--- config.mk ---
export PLATFORM = sky130hd
export DESIGN_NAME = tile_memory
export DESIGN_NICKNAME = d
export VERILOG_FILES = /design/src/rtl/tile_pkg.sv /design/src/rtl/edge_ring_rotate.sv /design/src/rtl/tile_memory.sv
export SDC_FILE = /design/constraint.sdc
export NUM_CORES = 1
export LEC_CHECK = 0
export CAP_MARGIN = 20
export CORE_MARGIN = 3
export CORE_UTILIZATION = 40
export DETAILED_ROUTE_END_ITERATION = 7
export DONT_BUFFER_PORTS = 1
export PLACE_DENSITY = 0.51
export SKIP_LAST_GASP = 1
export SYNTH_ARGS = -nofsm -noshare
export SYNTH_HDL_FRONTEND = slang
export SYNTH_SLANG_ARGS = --single-unit
--- constraint.sdc ---
create_clock -name clk -period 2.15 [get_ports clk]
set_input_delay 0.215 -clock clk [delete_from_list [all_inputs] [get_ports clk]]
set_output_delay 0.215 -clock clk [all_outputs]
set_load 0.05 [all_outputs]
--- src/rtl/tile_pkg.sv ---
// Shared constants and FSM state encoding for the tile memory block.
package tile_pkg;

   localparam int unsigned CELL_W_DEF   = 4;
   localparam int unsigned EDGE_N_DEF   = 24;
   localparam int unsigned CENTER_N_DEF = 12;

   typedef enum logic [1:0] {
      ST_IDLE   = 2'd0,
      ST_ROTATE = 2'd1,
      ST_FINISH = 2'd2
   } tile_state_t;

endpackage

--- src/rtl/edge_ring_rotate.sv ---
// Combinational one-cell rotation of the edge ring.
// Cell i occupies ring bits [i*CELL_W +: CELL_W].
//   dir=0 (left):  out[i] = in[(i+1) mod EDGE_N]
//   dir=1 (right): out[i] = in[(i-1) mod EDGE_N]
module edge_ring_rotate
   import tile_pkg::*;
#(
   parameter int unsigned CELL_W = CELL_W_DEF,
   parameter int unsigned EDGE_N = EDGE_N_DEF
) (
   input  logic                     dir,
   input  logic [EDGE_N*CELL_W-1:0] ring_in,
   output logic [EDGE_N*CELL_W-1:0] ring_out
);

   localparam int unsigned RING_W = EDGE_N * CELL_W;

   // Rotate by one cell position in the requested direction.
   always_comb begin
      ring_out = ring_in;
      if (dir) begin
         ring_out = {ring_in[RING_W-CELL_W-1:0], ring_in[RING_W-1 -: CELL_W]};
      end else begin
         ring_out = {ring_in[CELL_W-1:0], ring_in[RING_W-1:CELL_W]};
      end
   end

endmodule

--- src/rtl/tile_memory.sv ---
// Tile cell store: edge ring plus center cells, with bulk load, single-cell
// write, registered read and a multi-step edge-ring rotation engine.
module tile_memory
   import tile_pkg::*;
#(
   parameter int unsigned CELL_W   = CELL_W_DEF,
   parameter int unsigned EDGE_N   = EDGE_N_DEF,
   parameter int unsigned CENTER_N = CENTER_N_DEF,
   parameter int unsigned ADDR_W   = 6,
   parameter int unsigned STEP_W   = 5
) (
   input  logic                       clk,
   input  logic                       rst,
   input  logic                       BULK_WR,
   input  logic [EDGE_N*CELL_W-1:0]   EDGE_DATA_IN,
   input  logic [CENTER_N*CELL_W-1:0] CENTER_DATA_IN,
   input  logic                       WR,
   input  logic [ADDR_W-1:0]          WR_ADDR,
   input  logic [CELL_W-1:0]          WR_DATA,
   input  logic [ADDR_W-1:0]          RD_ADDR,
   output logic [CELL_W-1:0]          DATA_OUT,
   input  logic                       ROT_START,
   input  logic                       ROT_DIR,
   input  logic [STEP_W-1:0]          ROT_STEPS,
   output logic                       BUSY,
   output logic                       DONE
);

   localparam int unsigned TOTAL   = EDGE_N + CENTER_N;
   localparam int unsigned RING_W  = EDGE_N * CELL_W;
   localparam logic [ADDR_W:0] TOTAL_A = (ADDR_W + 1)'(TOTAL);

   logic [CELL_W-1:0] cells [TOTAL];
   tile_state_t       state;
   logic [STEP_W-1:0] step_cnt;
   logic              rot_dir;
   logic [RING_W-1:0] ring_cur;
   logic [RING_W-1:0] ring_nxt;
   logic              wr_ok;
   logic              rd_ok;

   // Flatten the edge cells into a ring vector for the rotator.
   always_comb begin
      ring_cur = '0;
      for (int unsigned i = 0; i < EDGE_N; i++) begin
         ring_cur[i*CELL_W +: CELL_W] = cells[i];
      end
   end

   edge_ring_rotate #(
      .CELL_W (CELL_W),
      .EDGE_N (EDGE_N)
   ) u_rot (
      .dir      (rot_dir),
      .ring_in  (ring_cur),
      .ring_out (ring_nxt)
   );

   // Address qualification for single-cell write and read.
   always_comb begin
      wr_ok = WR && !BUSY && ({1'b0, WR_ADDR} < TOTAL_A);
      rd_ok = ({1'b0, RD_ADDR} < TOTAL_A);
   end

   // Rotation controller: latch request, count steps, pulse DONE.
   always_ff @(posedge clk) begin
      if (rst) begin
         state    <= ST_IDLE;
         step_cnt <= '0;
         rot_dir  <= 1'b0;
         BUSY     <= 1'b0;
         DONE     <= 1'b0;
      end else begin
         DONE <= 1'b0;
         case (state)
            ST_IDLE: begin
               if (ROT_START && !BULK_WR) begin
                  rot_dir  <= ROT_DIR;
                  step_cnt <= ROT_STEPS;
                  if (ROT_STEPS == '0) begin
                     state <= ST_FINISH;
                     DONE  <= 1'b1;
                  end else begin
                     state <= ST_ROTATE;
                     BUSY  <= 1'b1;
                  end
               end
            end
            ST_ROTATE: begin
               if (BULK_WR) begin
                  state    <= ST_IDLE;
                  BUSY     <= 1'b0;
                  step_cnt <= '0;
               end else begin
                  step_cnt <= step_cnt - STEP_W'(1);
                  if (step_cnt == STEP_W'(1)) begin
                     state <= ST_FINISH;
                     BUSY  <= 1'b0;
                     DONE  <= 1'b1;
                  end
               end
            end
            ST_FINISH: begin
               state <= ST_IDLE;
            end
            default: begin
               state <= ST_IDLE;
               BUSY  <= 1'b0;
            end
         endcase
      end
   end

   // Cell store update: reset > bulk load > rotation step > single write.
   always_ff @(posedge clk) begin
      if (rst) begin
         for (int unsigned i = 0; i < TOTAL; i++) begin
            cells[i] <= '0;
         end
      end else if (BULK_WR) begin
         for (int unsigned i = 0; i < EDGE_N; i++) begin
            cells[i] <= EDGE_DATA_IN[(EDGE_N-i)*CELL_W-1 -: CELL_W];
         end
         for (int unsigned j = 0; j < CENTER_N; j++) begin
            cells[EDGE_N+j] <= CENTER_DATA_IN[(CENTER_N-j)*CELL_W-1 -: CELL_W];
         end
      end else if (state == ST_ROTATE) begin
         for (int unsigned i = 0; i < EDGE_N; i++) begin
            cells[i] <= ring_nxt[i*CELL_W +: CELL_W];
         end
      end else if (wr_ok) begin
         cells[WR_ADDR] <= WR_DATA;
      end
   end

   // Registered read of pre-edge contents; out-of-range reads return 0.
   always_ff @(posedge clk) begin
      if (rst) begin
         DATA_OUT <= '0;
      end else if (rd_ok) begin
         DATA_OUT <= cells[RD_ADDR];
      end else begin
         DATA_OUT <= '0;
      end
   end

endmodule

# Word level (Yosys, flattened, before mapping)
# Memory sizes are Yosys's and may differ from the RTL's. A register that Yosys moved wholly into a read port is not among the register bits.
# Cells that the tools add are included.
dict set report word_totals {
  register_bits 10
  out_inout_bits 6
  n_memories 1
  ram_bits 144
  input_bits 171
}
dict set report classes {
  n_mux 96
  order_cmp 2
  bitwise 62
  n_addsub 1
  n_eq_ne 6
  n_reduce_logical 14
}
# name words width read_ports rd_ports_with_merged_regs wr line_no
set memory_table {}
lappend memory_table {cells 36 4 25 1 36 tile_memory.sv:33} ;# logic [CELL_W-1:0] cells [TOTAL];
# cell n
set op_table {}
lappend op_table {{2-to-1 mux 4 bit} 61}
lappend op_table {{2-to-1 mux 96 bit} 1}
lappend op_table {{OR 1 bit} 60}
lappend op_table {{2-to-1 mux 1 bit} 23}
lappend op_table {{less-than comparator 6 bit, second input constant} 2}
lappend op_table {{2-to-1 mux 5 bit} 2}
lappend op_table {{one-hot mux 5 bit (2 select lines)} 1}
lappend op_table {{2-to-1 mux 2 bit} 4}
lappend op_table {{2-to-1 mux 6 bit} 1}
lappend op_table {{AND reduction 2 bit} 3}
lappend op_table {{== test 5 x 1 -> 1 bit, second input constant} 1}
lappend op_table {{logical NOT 5 bit} 1}
lappend op_table {{subtractor 5 x 1 -> 5 bit, second input constant} 1}
lappend op_table {{inequality test 2 bit, second input constant} 2}
lappend op_table {{one-hot mux 2 bit (2 select lines)} 1}
lappend op_table {{AND reduction 4 bit} 1}
lappend op_table {{OR reduction 4 bit} 1}
lappend op_table {{logical AND 1 bit} 3}
lappend op_table {{inequality test 3 bit, second input constant} 1}
lappend op_table {{one-hot mux 1 bit (3 select lines)} 1}
lappend op_table {{== test 2 x 1 -> 1 bit, second input constant} 1}
lappend op_table {{== test 2 bit, second input constant} 1}
lappend op_table {{logical NOT 1 bit} 2}
lappend op_table {{logical NOT 2 bit} 1}
lappend op_table {{4 further kinds} 5}

# Depth between registers and ports, before layout
dict set report depth {
  word_depth 10
  depth_mapped 9
  ltp_nobuf 6
}

# Cells and area by module
# From an unflattened synthesis, not the netlist that was laid out.
dict set report hier_totals {
  cells_unflattened 891
  area_unflattened_um2 12147.9
}
# mod cells_each seq_area_each_um2 area_each_um2 n_inst
set modules_own_cells {}
lappend modules_own_cells {tile_memory 784 6045.8 10785.3 1}
lappend modules_own_cells {edge_ring_rotate 107 0.0 1362.6 1}

# Worst setup path after synthesis
# Ideal clock, no wire load.
dict set report synth_timing {
  path_type {register to register}
  from {reg BUSY}
  to {mem cells[15][2] (netlist bit), data pin}
  period_less_slack_ns 1.966
  setup_ns 0.260
  setup_slack_ns 0.184
  t_required_ns 1.890
  stages_incl_launch_ff 7
  t_arrival_ns 1.707
  cell_sequence {dfxtp_1 nor2b_1 and3_1 buf_2 nand4_1 nor2_1 mux2_2}
}
# element line_no
set synth_lines {}
lappend synth_lines {{from (decl)} tile_memory.sv:25} ;# output logic BUSY,
lappend synth_lines {{from (signal assigned)} tile_memory.sv:71} ;# BUSY <= 1'b0;
lappend synth_lines {{from (signal assigned)} tile_memory.sv:85} ;# BUSY <= 1'b1;
lappend synth_lines {{from (signal assigned)} tile_memory.sv:92} ;# BUSY <= 1'b0;
lappend synth_lines {{to (decl)} tile_memory.sv:33}

==> results.sh <==
export IMPL_synth_top_area_share=0.4857
export IMPL_cpPeakStageDelay_ns=0.74
export IMPL_p_leak_nw=5.354
export IMPL_clockRootBuffer="clkbuf_16"
export IMPL_netlist_instances=929
export IMPL_start_util=0.4091
export IMPL_syn_mean_instance_area_um2=12.78
export IMPL_antenna_found_initial=3
export IMPL_endpoint_kind="register"
export IMPL_crit_fanout=5
export IMPL_dp_hpwl_mm=26.57
export IMPL_rsz0062_at_grt="false"
export IMPL_worstMarginPinSlew_ns=0.8487
export IMPL_routed_wl_mm=38.85
export IMPL_ys_seq_elements=206
export IMPL_worstSetupStartpointType="register"
export IMPL_grt_overflow_total=0
export IMPL_track_usage=0.2412
export IMPL_path_clk_slew_ns=0.06
export IMPL_core_um2=29010
export IMPL_rrSetupSlack_ns=0.1
export IMPL_final_hold_violation_count=0
export IMPL_crit_start="BUSY"
export IMPL_numCtsBuffers=24
export IMPL_drtIter0Drc=826
export IMPL_detail_route_antenna_nets=0
export IMPL_crit_end="cells[8][2]"
export IMPL_fmax_ghz=0.4874
export IMPL_worstPathArrival_ns=2.19
export IMPL_io_pins=177
export IMPL_timing_final_max_slew_violations=0
export IMPL_gp_congestion=0.8162
export IMPL_cts_buffer_depth=3
export IMPL_vias=9067
export IMPL_clock_sinks=206
export IMPL_cts_tree="yes"
export IMPL_criticalPathCategory="reg -> reg"
export IMPL_multi_input_comb_area_um2=5503
export IMPL_final_common_cell="edfxtp_1"
export IMPL_postSynth_asyncResetShare=0
export IMPL_setup_tns_ns=0
export IMPL_ir_drop_mv=0.4256
export IMPL_status="finished, final reports clean"
export IMPL_cp_required_ns=2.29
export IMPL_first_pass_iters=5
export IMPL_std_cell_rows=62
export IMPL_grt_pass1_vias=9152
export IMPL_power_density_nw_per_um2=683.1
export IMPL_slew_headroom=0.4283
export IMPL_port_buffers=0
export IMPL_reg2reg_depth=4
export IMPL_cts_htree_levels=1
export IMPL_synthFlopType="edfxtp_1"
export IMPL_whs_ns=0.005385
export IMPL_synth_edf_count=192
export IMPL_die_width_um=178.3
export IMPL_mostFrequentLayoutCells="edfxtp_1 (192), dlygate4sd3_1 (135), nor2_1 (130)"
export IMPL_r2r_end="cells[8][2]"
export IMPL_cp_cell_sequence="nor2b_1 > and4b_1 > nand2_1 > o21ai_0"
export IMPL_post_synth_top_area_cell="edfxtp_1"
export IMPL_synth_cell_types=61
export IMPL_finalNetCount=1302
export IMPL_mappedNetlistArea_um2=11870
export IMPL_via_per_inst=5.915
export IMPL_finish_utilization=0.5123
export IMPL_period_needed_ns=2.052
export IMPL_slowest_stage="o21ai_0"
export IMPL_layout_drive_gt1_share=0.1553
export IMPL_synth_area_leaders="edfxtp_1 (49%), mux2i_1 (9.4%), a221o_1 (7.0%)"
export IMPL_r2r_start="BUSY"
export IMPL_yosysWarnings=0
export IMPL_wire_per_inst_um=25.34
export IMPL_ys_seq_area_frac=0.5093
export IMPL_clk_latency_ns=0.53
export IMPL_ff_latch_area_um2=6050
export IMPL_maxCapViolCount=0
export IMPL_clock_skew_ns=0.01544
export IMPL_die_y_um=178.3
export IMPL_dieArea_um2=31780
export IMPL_hold_path_class="in -> reg"
export IMPL_grt_max_degree=59
export IMPL_setup_viol=0
export IMPL_grt_pass1_wl_mm=57.55
export IMPL_fill_cells=2603
export IMPL_period_share=0.9543
export IMPL_synthToLayoutAreaGrowth_pct=25.22
export IMPL_drc_errors=0
==> metrics by stage <==
stage | instances | worst slack, ns | area [µm²] | power (W)
CTS | 1530 | 0.008256 | 14850 | 0.01020
global placement | 1348 | 0.006961 | 12670 | 0.006042
detailed placement | 1348 | 0.01702 | 12670 | 0.006047
finish | 1533 | 0.09825 | 14860 | 0.01015
global route | 1532 | 0.003059 | 14860 | 0.01049
floorplan | 976 | 0.1837 | 12050 | 0.005798
==> metal layers <==
| metal | routed length [µm] | up-vias | track usage |
|---|---|---|---|
| li1 | - | 4083 | - |
| met1 | 17010 | 4518 | 0.3478 |
| met5 | 7 | - | 0 |
| met2 | 17590 | 404 | 0.3751 |
| met3 | 3224 | 60 | 0.04640 |
| met4 | 1022 | 2 | 0.06364 |
==> worst min-delay path by stage <==
stage	startpoint	end	slack, ns	cells past startpoint
finish	RD_ADDR[2]	DATA_OUT[3]	0.005	3
floorplan	WR_DATA[0]	cells[36][0]	0.31	0
CTS	ROT_STEPS[3]	step_cnt[3]	0.001	3
global route	RD_ADDR[2]	DATA_OUT[3]	0.04	3
global placement	rst	rot_dir	0.28	1
detailed placement	rst	rot_dir	0.29	1
==> where the power goes <==
| group | internal, W | switching [W] | leakage (nW) |
|---|---|---|---|
| Combinational | 0.000713 | 0.000620 | 2.82 |
| Clock | 0.00217 | 0.00167 | 0.355 |
| Sequential | 0.00473 | 0.000245 | 2.18 |
| Total | 0.00762 | 0.00254 | 5.35 |
==> cells by family after synthesis <==
group / share of synthesized area
simple gates: 0.08696
mux: 0.2087
fa+ha+maj: 0.002108
compound gates: 0.1484
other cells: 0.0003159
buf+inv: 0.04416
flops: 0.5093
==> flip-flops by register name, summed over array words and instances (netlist names) <==
| register | flops |
|---|---|
| cells | 192 |
| step_cnt | 5 |
| DATA_OUT | 4 |
| state | 2 |
| BUSY | 1 |
| DONE | 1 |
| rot_dir | 1 |
==> Yosys cell counts, types with 2 or more instances <==
cell and n:
clkbuf_8 7, mux2i_1 111, nand3_1 7, clkbuf_1 53, a32o_1 2, ha_1 2, nor4_1 2, a22o_1 40
nor2_1 130, nor2_2 2, mux4_1 19, nor3b_1 3, mux4_2 24, nand2_1 25, buf_4 3, inv_1 5
a221o_1 83, mux2_2 29, buf_1 6, a311o_1 2, buf_6 4, o21ai_0 59, nand3b_1 6, nand2b_1 6
buf_2 9, a22oi_1 6, buf_12 3, nand4_1 4, dfxtp_1 14, a211oi_1 6, a21oi_1 12, edfxtp_1 192
nor2b_1 18, nor3_1 8
==> final cells by class <==
cell class,instances,share of cell area
Antenna cell,3,0.0005050
Clock buffer,31,0.04217
Clock inverter,12,0.006145
Inverter,5,0.001263
Multi-Input combinational cell,678,0.3702
Sequential cell,206,0.4070
Tap cell,384,0.03232
Timing Repair Buffer,214,0.1404
==> worst max-delay path: cells and delay by family, from the launching register on <==
kind	cells	cell delay (ns)
flip-flops	1	0.31
AND/OR/NAND/NOR	3	0.63
AO/OA/AOI/OAI	1	0.74
==> what timing repair did <==
item                       4_1_cts  5_1_grt
buffers inserted                 0        0
hold endpoints to repair       205        0
gates resized for setup          0        6
hold buffers                   139        0
setup endpoints to repair        0       22
(Power assumes the default switching activity.)
